<file path="src/rtl/vga_timing_pkg.sv">
// rtl/vga_timing_pkg.sv - 640x480@60 timing constants, coordinate type and window helper
package vga_timing_pkg;

    localparam int COORD_W = 10;
    typedef logic [COORD_W-1:0] coord_t;

    localparam int H_ACTIVE = 640;
    localparam int H_FP     = 16;
    localparam int H_SYNC   = 96;
    localparam int H_BP     = 48;
    localparam int V_ACTIVE = 480;
    localparam int V_FP     = 10;
    localparam int V_SYNC   = 2;
    localparam int V_BP     = 33;
    localparam bit SYNC_POL = 1'b0;

    localparam int H_TOTAL      = H_ACTIVE + H_FP + H_SYNC + H_BP;
    localparam int V_TOTAL      = V_ACTIVE + V_FP + V_SYNC + V_BP;
    localparam int H_SYNC_START = H_ACTIVE + H_FP;
    localparam int H_SYNC_END   = H_SYNC_START + H_SYNC;
    localparam int V_SYNC_START = V_ACTIVE + V_FP;
    localparam int V_SYNC_END   = V_SYNC_START + V_SYNC;

    // Half-open window test lo <= v < hi.
    function automatic logic in_window(input coord_t v, input coord_t lo, input coord_t hi);
        return (v >= lo) && (v < hi);
    endfunction

endpackage

</file>
<file path="src/rtl/vga_wrap_counter.sv">
// rtl/vga_wrap_counter.sv - 10-bit enabled counter wrapping at MAX, async reset to MAX
module vga_wrap_counter
    import vga_timing_pkg::*;
#(
    parameter coord_t MAX = coord_t'(H_TOTAL - 1)
) (
    input  logic   clk,
    input  logic   rst_n,
    input  logic   en_i,
    output coord_t cnt_o,
    output coord_t cnt_d_o,
    output logic   at_max_o
);

    coord_t cnt_q;
    coord_t cnt_d;

    always_comb begin
        cnt_d = cnt_q;
        if (en_i) begin
            cnt_d = (cnt_q == MAX) ? '0 : cnt_q + coord_t'(1);
        end
    end

    always_ff @(posedge clk or negedge rst_n) begin
        if (!rst_n) begin
            cnt_q <= MAX;
        end else begin
            cnt_q <= cnt_d;
        end
    end

    assign cnt_o    = cnt_q;
    assign cnt_d_o  = cnt_d;
    assign at_max_o = (cnt_q == MAX);

endmodule

</file>
<file path="src/rtl/vga_sync_gen.sv">
// rtl/vga_sync_gen.sv - VGA timing generator; VGA_FRAME_CNT_EN adds the frame_cnt output
module vga_sync_gen
    import vga_timing_pkg::coord_t;
#(
    parameter int H_ACTIVE = vga_timing_pkg::H_ACTIVE,
    parameter int H_FP     = vga_timing_pkg::H_FP,
    parameter int H_SYNC   = vga_timing_pkg::H_SYNC,
    parameter int H_BP     = vga_timing_pkg::H_BP,
    parameter int V_ACTIVE = vga_timing_pkg::V_ACTIVE,
    parameter int V_FP     = vga_timing_pkg::V_FP,
    parameter int V_SYNC   = vga_timing_pkg::V_SYNC,
    parameter int V_BP     = vga_timing_pkg::V_BP,
    parameter bit SYNC_POL = vga_timing_pkg::SYNC_POL
) (
    input  logic       clk,
    input  logic       rst_n,
    output logic [9:0] x,
    output logic [9:0] y,
    output logic       active,
    output logic       hsync,
    output logic       vsync,
    output logic       line_start,
    output logic       frame_start
`ifdef VGA_FRAME_CNT_EN
    ,
    output logic [7:0] frame_cnt
`endif
);

    localparam coord_t H_MAX   = coord_t'(H_ACTIVE + H_FP + H_SYNC + H_BP - 1);
    localparam coord_t V_MAX   = coord_t'(V_ACTIVE + V_FP + V_SYNC + V_BP - 1);
    localparam coord_t H_ACT   = coord_t'(H_ACTIVE);
    localparam coord_t V_ACT   = coord_t'(V_ACTIVE);
    localparam coord_t HS_LO   = coord_t'(H_ACTIVE + H_FP);
    localparam coord_t HS_HI   = coord_t'(H_ACTIVE + H_FP + H_SYNC);
    localparam coord_t VS_LO   = coord_t'(V_ACTIVE + V_FP);
    localparam coord_t VS_HI   = coord_t'(V_ACTIVE + V_FP + V_SYNC);

    coord_t h_cnt, h_d, v_cnt, v_d;
    logic   h_at_max, v_at_max;

    vga_wrap_counter #(.MAX(H_MAX)) u_h_cnt (
        .clk      (clk),
        .rst_n    (rst_n),
        .en_i     (1'b1),
        .cnt_o    (h_cnt),
        .cnt_d_o  (h_d),
        .at_max_o (h_at_max)
    );

    vga_wrap_counter #(.MAX(V_MAX)) u_v_cnt (
        .clk      (clk),
        .rst_n    (rst_n),
        .en_i     (h_at_max),
        .cnt_o    (v_cnt),
        .cnt_d_o  (v_d),
        .at_max_o (v_at_max)
    );

    logic active_q, hsync_q, vsync_q, line_start_q, frame_start_q;
    logic frame_start_d;

    // Decoding the next-state counts keeps every flag aligned with the x/y it describes.
    assign frame_start_d = (h_d == '0) && (v_d == '0);

    always_ff @(posedge clk or negedge rst_n) begin
        if (!rst_n) begin
            active_q      <= 1'b0;
            hsync_q       <= ~SYNC_POL;
            vsync_q       <= ~SYNC_POL;
            line_start_q  <= 1'b0;
            frame_start_q <= 1'b0;
        end else begin
            active_q      <= (h_d < H_ACT) && (v_d < V_ACT);
            hsync_q       <= vga_timing_pkg::in_window(h_d, HS_LO, HS_HI) ? SYNC_POL : ~SYNC_POL;
            vsync_q       <= vga_timing_pkg::in_window(v_d, VS_LO, VS_HI) ? SYNC_POL : ~SYNC_POL;
            line_start_q  <= (h_d == '0);
            frame_start_q <= frame_start_d;
        end
    end

`ifdef VGA_FRAME_CNT_EN
    logic [7:0] frame_cnt_q;

    // Starts at FF so the first frame after reset reads 0.
    always_ff @(posedge clk or negedge rst_n) begin
        if (!rst_n) begin
            frame_cnt_q <= 8'hFF;
        end else if (frame_start_d) begin
            frame_cnt_q <= frame_cnt_q + 8'd1;
        end
    end

    assign frame_cnt = frame_cnt_q;
`endif

    assign x           = h_cnt;
    assign y           = v_cnt;
    assign active      = active_q;
    assign hsync       = hsync_q;
    assign vsync       = vsync_q;
    assign line_start  = line_start_q;
    assign frame_start = frame_start_q;

    logic unused_ok;
    assign unused_ok = v_at_max;

endmodule

</file>
<file path="config.mk">
export PLATFORM = sky130hd
export DESIGN_NAME = vga_sync_gen
export DESIGN_NICKNAME = d
export VERILOG_FILES = /design/src/rtl/vga_timing_pkg.sv /design/src/rtl/vga_wrap_counter.sv /design/src/rtl/vga_sync_gen.sv
export SDC_FILE = /design/constraint.sdc
export NUM_CORES = 1
export LEC_CHECK = 0
export CAP_MARGIN = 20
export CORE_MARGIN = 8
export CORE_UTILIZATION = 45
export DETAILED_ROUTE_END_ITERATION = 16
export PLACE_DENSITY = 0.77
export SYNTH_ARGS = -nofsm -noshare
export SYNTH_HDL_FRONTEND = slang
export SYNTH_SLANG_ARGS = --single-unit
</file>
<file path="constraint.sdc">
create_clock -name clk -period 4.65 [get_ports clk]
set_input_delay 0.465 -clock clk [delete_from_list [all_inputs] [get_ports clk]]
set_output_delay 0.465 -clock clk [all_outputs]
set_load 0.05 [all_outputs]
</file>
==> key figures, run 1 <==
Place
  – Placed Area: 1670 sq um
  – Dpl hpwl: about 2500 microns
  – PortBufs: 26
  – Final GP Congestion: 0.8505
  – Pre-CTS setup slack: around 2.1 ns

Floorplanning
  – Core Footprint: about 3000 sq um
  – Die area: 5209 sq um
  – I/O pin total: 27
  – Row count: 20
  – Initial Util: 0.4690
  – Die H: 72.18 microns
  – Die width: ~72 microns

Setup path
  – Worst path max stage delay: slightly above 0.6 ns
  – Worst setup path start: u_h_cnt.cnt_o[0]$_DFF_PN1_
  – Startpoint types: flip-flop
  – FF-to-FF setup slack: slightly above 2 ns
  – Worst path depth: 7
  – Kind of critical path: reg2reg
  – WP data arrival: between 2 and 3 ns
  – R2R cell count: 7
  – CP max stage cell: nor3_2
  – Crit end category: flip-flop
  – Delay-heaviest family, CP: simple AND/OR/NAND/NOR gates
  – CP endpoint: frame_start$_DFF_PN0_
  – Reg2reg end: frame_start$_DFF_PN0_
  – Buf/Inv on CP: 0
  – Largest fanout on the critical path: 12
  – Worst r2r src: u_h_cnt.cnt_o[0]$_DFF_PN1_
  – Critical Path RT: a little under 5 ns
  – Sequence of cells on the critical path: ha_1, nand4_1, nor3_2, o21ai_1, nand2b_1, a211oi_2, and4b_1

Route
  – Routed wl met3: between 200 and 250 microns
  – Uppermost routed layer: met3
  – DR vias/cell: between 5 and 6
  – Vias: 1,114
  – Routed Antenna Nets: 0
  – Routed wl met2: around 1600 microns
  – Routed Wire Length: between 3000 and 4000 microns
  – DRT Pass-1 Iters: 4
  – DRT iter0 DRCs: 43
  – Metal-1 WL: ~1300 microns
  – Drt drc: 0
  – Wire length per cell: about 15 microns

Timing
  – Post-layout min period: between 2 and 3 ns
  – Peak Freq: 388.7 MHz
  – Slew HR: 0.5199
  – Worst-Margin Slew: approximately 0.72 ns
  – Hold slack: ~0.49 ns
  – Final setup violation count: 0
  – Fin Setup TNS: 0 ns
  – Final hold vios: 0
  – Unrepaired setup endpoints after global routing: no
  – Max Slew Vio Count: 0
  – Final Skew: 0.009848 ns
  – Period utilization: 0.5533
  – Setup slack after layout: 2.077 ns

CTS
  – H-tree lvl count: 1
  – Clock tree buffer depth: 2
  – Post_cts resized: 0
  – Hold_buf cts: 0
  – Worst-path clk slew: ~0.14 ns
  – Setup bufs post-CTS: 0
  – Root buffer cell: clkbuf_4
  – CTS tree: built
  – TritonCTS Sinks: 25
  – CTS Buf Count: 3
  – Clk Latency, worst-skew pair: a little over 0.3 ns

Pwr
  – Worst IR drop on VDD: 0.1168 mV
  – Leakage Power: around 0.66 nW
  – PwrDens: about 190 nW/um^2

Logic synthesis
  – Sequential-to-total area share from yosys stat: 0.4511
  – Asr flop ratio synth: 1.000
  – EDFF count, synth: 0
  – Syn avg cell area: approximately 10 sq um
  – Post-Synthesis Cells: about 140
  – Syn nets: ~150
  – Yosys reg bits: 25
  – Ys flop type: dfrtp_1
  – Netlist cell types: 42
  – Yosys warns: 0
  – Syn Std Cell Area: approximately 1400 sq um

Layout
  – Diode count: 0
  – Final Instance Area: 1698 sq um
  – Final nets: around 170
  – Area growth syn-to-layout: 19.56%
  – Fillers: between 200 and 300
  – Share of cells above drive strength 1: 0.1636

Worst hold path
  – Worst min-delay path category: in2async

GRT
  – Total Routing Usage GR: 0.1274
  – Vias in the first global route: 1,114
  – First-pass GRT wire length: 5306 microns
  – Initial antenna violation count: 0
  – GRT Residual Overflow: 0
  – Largest net degree at the start of global routing: 26

Flow run
  – Max-cap viol count: 0

Status
  – Status: completed
report_power, final:
part           switching, mW  total, mW  internal, mW
Clock                 0.0649     0.0971        0.0321
Sequential                 0      0.218         0.218
Combinational        0.00408    0.00537       0.00128
cells by family (layout without fill, tap and decap cells):
| logic type | count (synthesis) | after routing | share of synthesized area |
|---|---|---|---|
| simple gates | 64 | 64 | 0.2643 |
| fa+ha+maj | 3 | 3 | 0.02643 |
| xor+xnor | 11 | 11 | 0.06784 |
| flops | 25 | 25 | 0.4511 |
| compound gates | 24 | 24 | 0.1207 |
| buf+inv | 15 | 38 | 0.06960 |
layer usage:
layer / vias to the layer above / GRT usage
met3: 0 / 0.04132
met4: 0 / 0.02041
met2: 29 / 0.2217
met5: - / 0
met1: 536 / 0.1500
li1: 549 / -
worst min path at each step:
stage,startpoint,end,slack [ns],cells after the start
detailed placement,u_h_cnt.cnt_o[0]$_DFF_PN1_,u_h_cnt.cnt_o[0]$_DFF_PN1_,0.53,1
global route,rst_n,u_v_cnt.cnt_o[0]$_DFF_PN0_,0.52,2
CTS,rst_n,u_h_cnt.cnt_o[6]$_DFF_PN0_,0.49,2
floorplan,rst_n,active$_DFF_PN0_,0.17,0
finish,rst_n,frame_start$_DFF_PN0_,0.49,2
global placement,u_h_cnt.cnt_o[0]$_DFF_PN1_,u_h_cnt.cnt_o[0]$_DFF_PN1_,0.53,1
metrics by stage:
step	instances	power [mW]	utilization
2_1_floorplan	142	0.2217	-
3_3_place_gp	205	0.2274	0.5517
3_5_place_dp	205	0.2273	0.5517
4_1_cts	209	0.3239	0.5607
5_1_grt	209	0.3337	0.5607
6_report	209	0.3205	0.5607
cell usage in the layout (no fill, tap or decap), types with 4 or more instances in the layout:
| master | count |
|---|---|
| clkdlybuf4s50_1 | 26 |
| dfrtp_1 | 13 |
| dfstp_2 | 12 |
| inv_1 | 7 |
| nand2_1 | 13 |
| nand3_1 | 13 |
| nand4_1 | 7 |
| nor2_1 | 7 |
| nor3_1 | 5 |
| o21ai_0 | 7 |
| or3_1 | 5 |
| xnor2_1 | 7 |
| xor2_1 | 4 |
flip-flops by register name, indices dropped and copies added (netlist names):
name and count:
active 1, frame_start 1, hsync 1, line_start 1
u_h_cnt.cnt_o 10, u_v_cnt.cnt_o 10, vsync 1
area by class of cell:
cell class,count,area [sq um],share of cell area
multi-input cells,102,680.7,0.4009
flip-flops and latches,25,640.6,0.3773
repair buffers,27,267.8,0.1577
well taps,44,55.05,0.03242
inverters,7,26.28,0.01548
clock buffers,3,22.52,0.01326
clock inverters,1,5.005,0.002948
cells in the mapped netlist, types with 2 or more instances:
cell,instances,share of area
o31a_1,2,0.012
nand2_1,13,0.034
dfstp_2,12,0.22
nor3_1,5,0.018
xor2_1,4,0.025
nand3b_1,2,0.011
o21ai_0,7,0.025
nand3_1,13,0.046
ha_1,3,0.026
nand4_1,7,0.031
inv_1,7,0.019
o21ai_1,2,0.0070
or3_1,5,0.022
nand2b_1,2,0.0088
nor2_1,7,0.019
xnor2_1,7,0.043
dfrtp_1,13,0.23
o31ai_1,2,0.011
buf_6,4,0.032
buf_2,2,0.0070
o21ai_2,2,0.012
No activity file was read; power rests on OpenSTA's default activity.
==> run 2: changes to the inputs <==
==> constraint.sdc (replaced) <==
create_clock -name clk -period 2.69 [get_ports clk]
set_input_delay 0.269 -clock clk [delete_from_list [all_inputs] [get_ports clk]]
set_output_delay 0.269 -clock clk [all_outputs]
set_load 0.05 [all_outputs]
==> key figures, run 2 (synthesized netlist as in run 1, its figures left out) <==
Status
  – Status: completed

Layout
  – Final Instance Area: 1708 sq um
  – Area growth syn-to-layout: 20.26%
  – Diode count: 0
  – Most common cell after layout, fill and taps aside: clkdlybuf4s50_1
  – Share of cells above drive strength 1: 0.1687
  – Non-Filler Instances: between 200 and 250
  – Most frequent cells in the layout: clkdlybuf4s50_1, nand2_1, nand3_1, dfrtp_1, dfstp_2
  – Final nets: around 170

Setup path
  – CP max stage cell: dfstp_2
  – Delay-heaviest family, CP: simple AND/OR/NAND/NOR gates
  – Kind of critical path: reg2reg
  – WP data arrival: about 2.7 ns
  – Startpoint types: flip-flop
  – Critical Path RT: 2.94 ns
  – Sequence of cells on the critical path: ha_1, nand4_1, or3_1, nor3_4, nor2_1, a31oi_1, and4b_1
  – Largest fanout on the critical path: 7
  – Worst path max stage delay: between 0.5 and 0.6 ns
  – Buf/Inv on CP: 0
  – Crit end category: flip-flop

Floorplanning
  – I/O pin total: 27
  – Core Footprint: ~3000 sq um
  – Initial Util: 0.4690
  – Die H: 72.18 microns
  – Row count: 20
  – Die width: between 70 and 80 microns
  – Die area: roughly 5200 sq um

Place
  – PortBufs: 26
  – Placed Area: approximately 1700 sq um
  – Dpl hpwl: between 2000 and 2500 microns
  – Final GP Congestion: between 0.8 and 0.9
  – Placed Cells: just over 200

Timing
  – Hold slack: roughly 0.26 ns
  – Final setup violation count: 0
  – Max Slew Vio Count: 0
  – Post-layout min period: approximately 2.5 ns
  – Fin Setup TNS: 0 ns
  – Worst-Margin Slew: 0.5365 ns
  – Period utilization: 0.9198
  – Final hold vios: 0
  – Slew HR: 0.6394
  – Final Skew: roughly 0.014 ns
  – Unrepaired setup endpoints after global routing: no
  – Peak Freq: about 400 MHz

CTS
  – TritonCTS Sinks: 25
  – CTS Buf Count: 3
  – Post_cts resized: 0
  – Clk Latency, worst-skew pair: between 0.3 and 0.4 ns
  – Setup bufs post-CTS: 0
  – Worst-path clk slew: ~0.15 ns
  – CTS tree: built
  – Root buffer cell: clkbuf_4
  – H-tree lvl count: 1
  – Hold_buf cts: 0
  – Clock tree buffer depth: 2

Route
  – Routed Wire Length: 3184 microns
  – DR vias/cell: around 5.5
  – Vias: ~1,200
  – DRT iter0 DRCs: 53
  – Wire length per cell: 15.16 microns
  – DRT Pass-1 Iters: 4
  – Routed Antenna Nets: 0
  – Drt drc: 0

GRT
  – Initial antenna violation count: 0
  – Largest net degree at the start of global routing: 26
  – Total Routing Usage GR: 0.1311
  – GRT Residual Overflow: 0
  – Vias in the first global route: roughly 1,100
  – First-pass GRT wire length: 5402 microns

Pwr
  – Worst IR drop on VDD: 0.2835 mV
  – Combinational share of power: 0.016
  – PwrDens: around 330 nW/um^2
  – Internal: about 440 uW
  – Overall Power: about 570 uW
  – NetSw: 129.3 uW
  – Sw frac: 0.2286
  – Leakage Power: between 0.6 and 0.7 nW
  – Flop pwr share: 0.667
  – Clock power frac: 0.317

Flow run
  – Max-cap viol count: 0

Worst hold path
  – Worst min-delay path category: in2async
==> run 2: final timing paths <==
path / startpoint / end / slack, ns / cells after the start
min in group clk: u_h_cnt.cnt_o[0]$_DFF_PN1_ / u_h_cnt.cnt_o[0]$_DFF_PN1_ / 0.55 / 1
max reg2reg: u_h_cnt.cnt_o[0]$_DFF_PN1_ / frame_start$_DFF_PN0_ / 0.22 / 7
max: u_h_cnt.cnt_o[0]$_DFF_PN1_ / frame_start$_DFF_PN0_ / 0.22 / 7
min: rst_n / u_v_cnt.cnt_o[1]$_DFF_PN0_ / 0.26 / 2
max in group asynchronous: rst_n / u_h_cnt.cnt_o[8]$_DFF_PN1_ / 2.12 / 2
min reg2reg: u_h_cnt.cnt_o[0]$_DFF_PN1_ / u_h_cnt.cnt_o[0]$_DFF_PN1_ / 0.55 / 1
==> run 2: area by class of cell <==
class / count / area, sq um
Multi-Input combinational cell: 102 / 680.7
Tap cell: 44 / 55.05
Fill cell: 268 / 1320
Clock inverter: 1 / 7.507
Sequential cell: 25 / 640.6
Timing Repair Buffer: 28 / 275.3
Clock buffer: 3 / 22.52
Inverter: 7 / 26.28
==> run 2: routing by layer <==
| metal | up-vias | share of wire | GRT usage | wire length (microns) |
|---|---|---|---|---|
| met5 | - | 0 | 0 | 0 |
| met4 | 0 | 0.0072 | 0.03628 | 23 |
| met3 | 4 | 0.080 | 0.05234 | 254 |
| met2 | 39 | 0.48 | 0.2257 | 1530 |
| met1 | 556 | 0.43 | 0.1449 | 1376 |
| li1 | 554 | - | - | - |
==> run 2: per-stage QoR <==
| step | utilization | setup slack [ns] |
|---|---|---|
| 2_1_floorplan | - | 0.2614 |
| 3_3_place_gp | 0.5541 | 0.3401 |
| 3_5_place_dp | 0.5541 | 0.2074 |
| 4_1_cts | 0.5641 | 0.2130 |
| 5_1_grt | 0.5641 | 0.1135 |
| 6_report | 0.5641 | 0.2158 |
==> run 2: power groups by stage <==
stage / logic, mW / clock network, mW / registers, mW
2_1_floorplan: 0.000000287 / 0 / 0.383
3_3_place_gp: 0.00955 / 0 / 0.383
3_5_place_dp: 0.00996 / 0 / 0.383
4_1_cts: 0.00996 / 0.185 / 0.377
5_1_grt: 0.0117 / 0.200 / 0.377
6_report: 0.00933 / 0.179 / 0.377
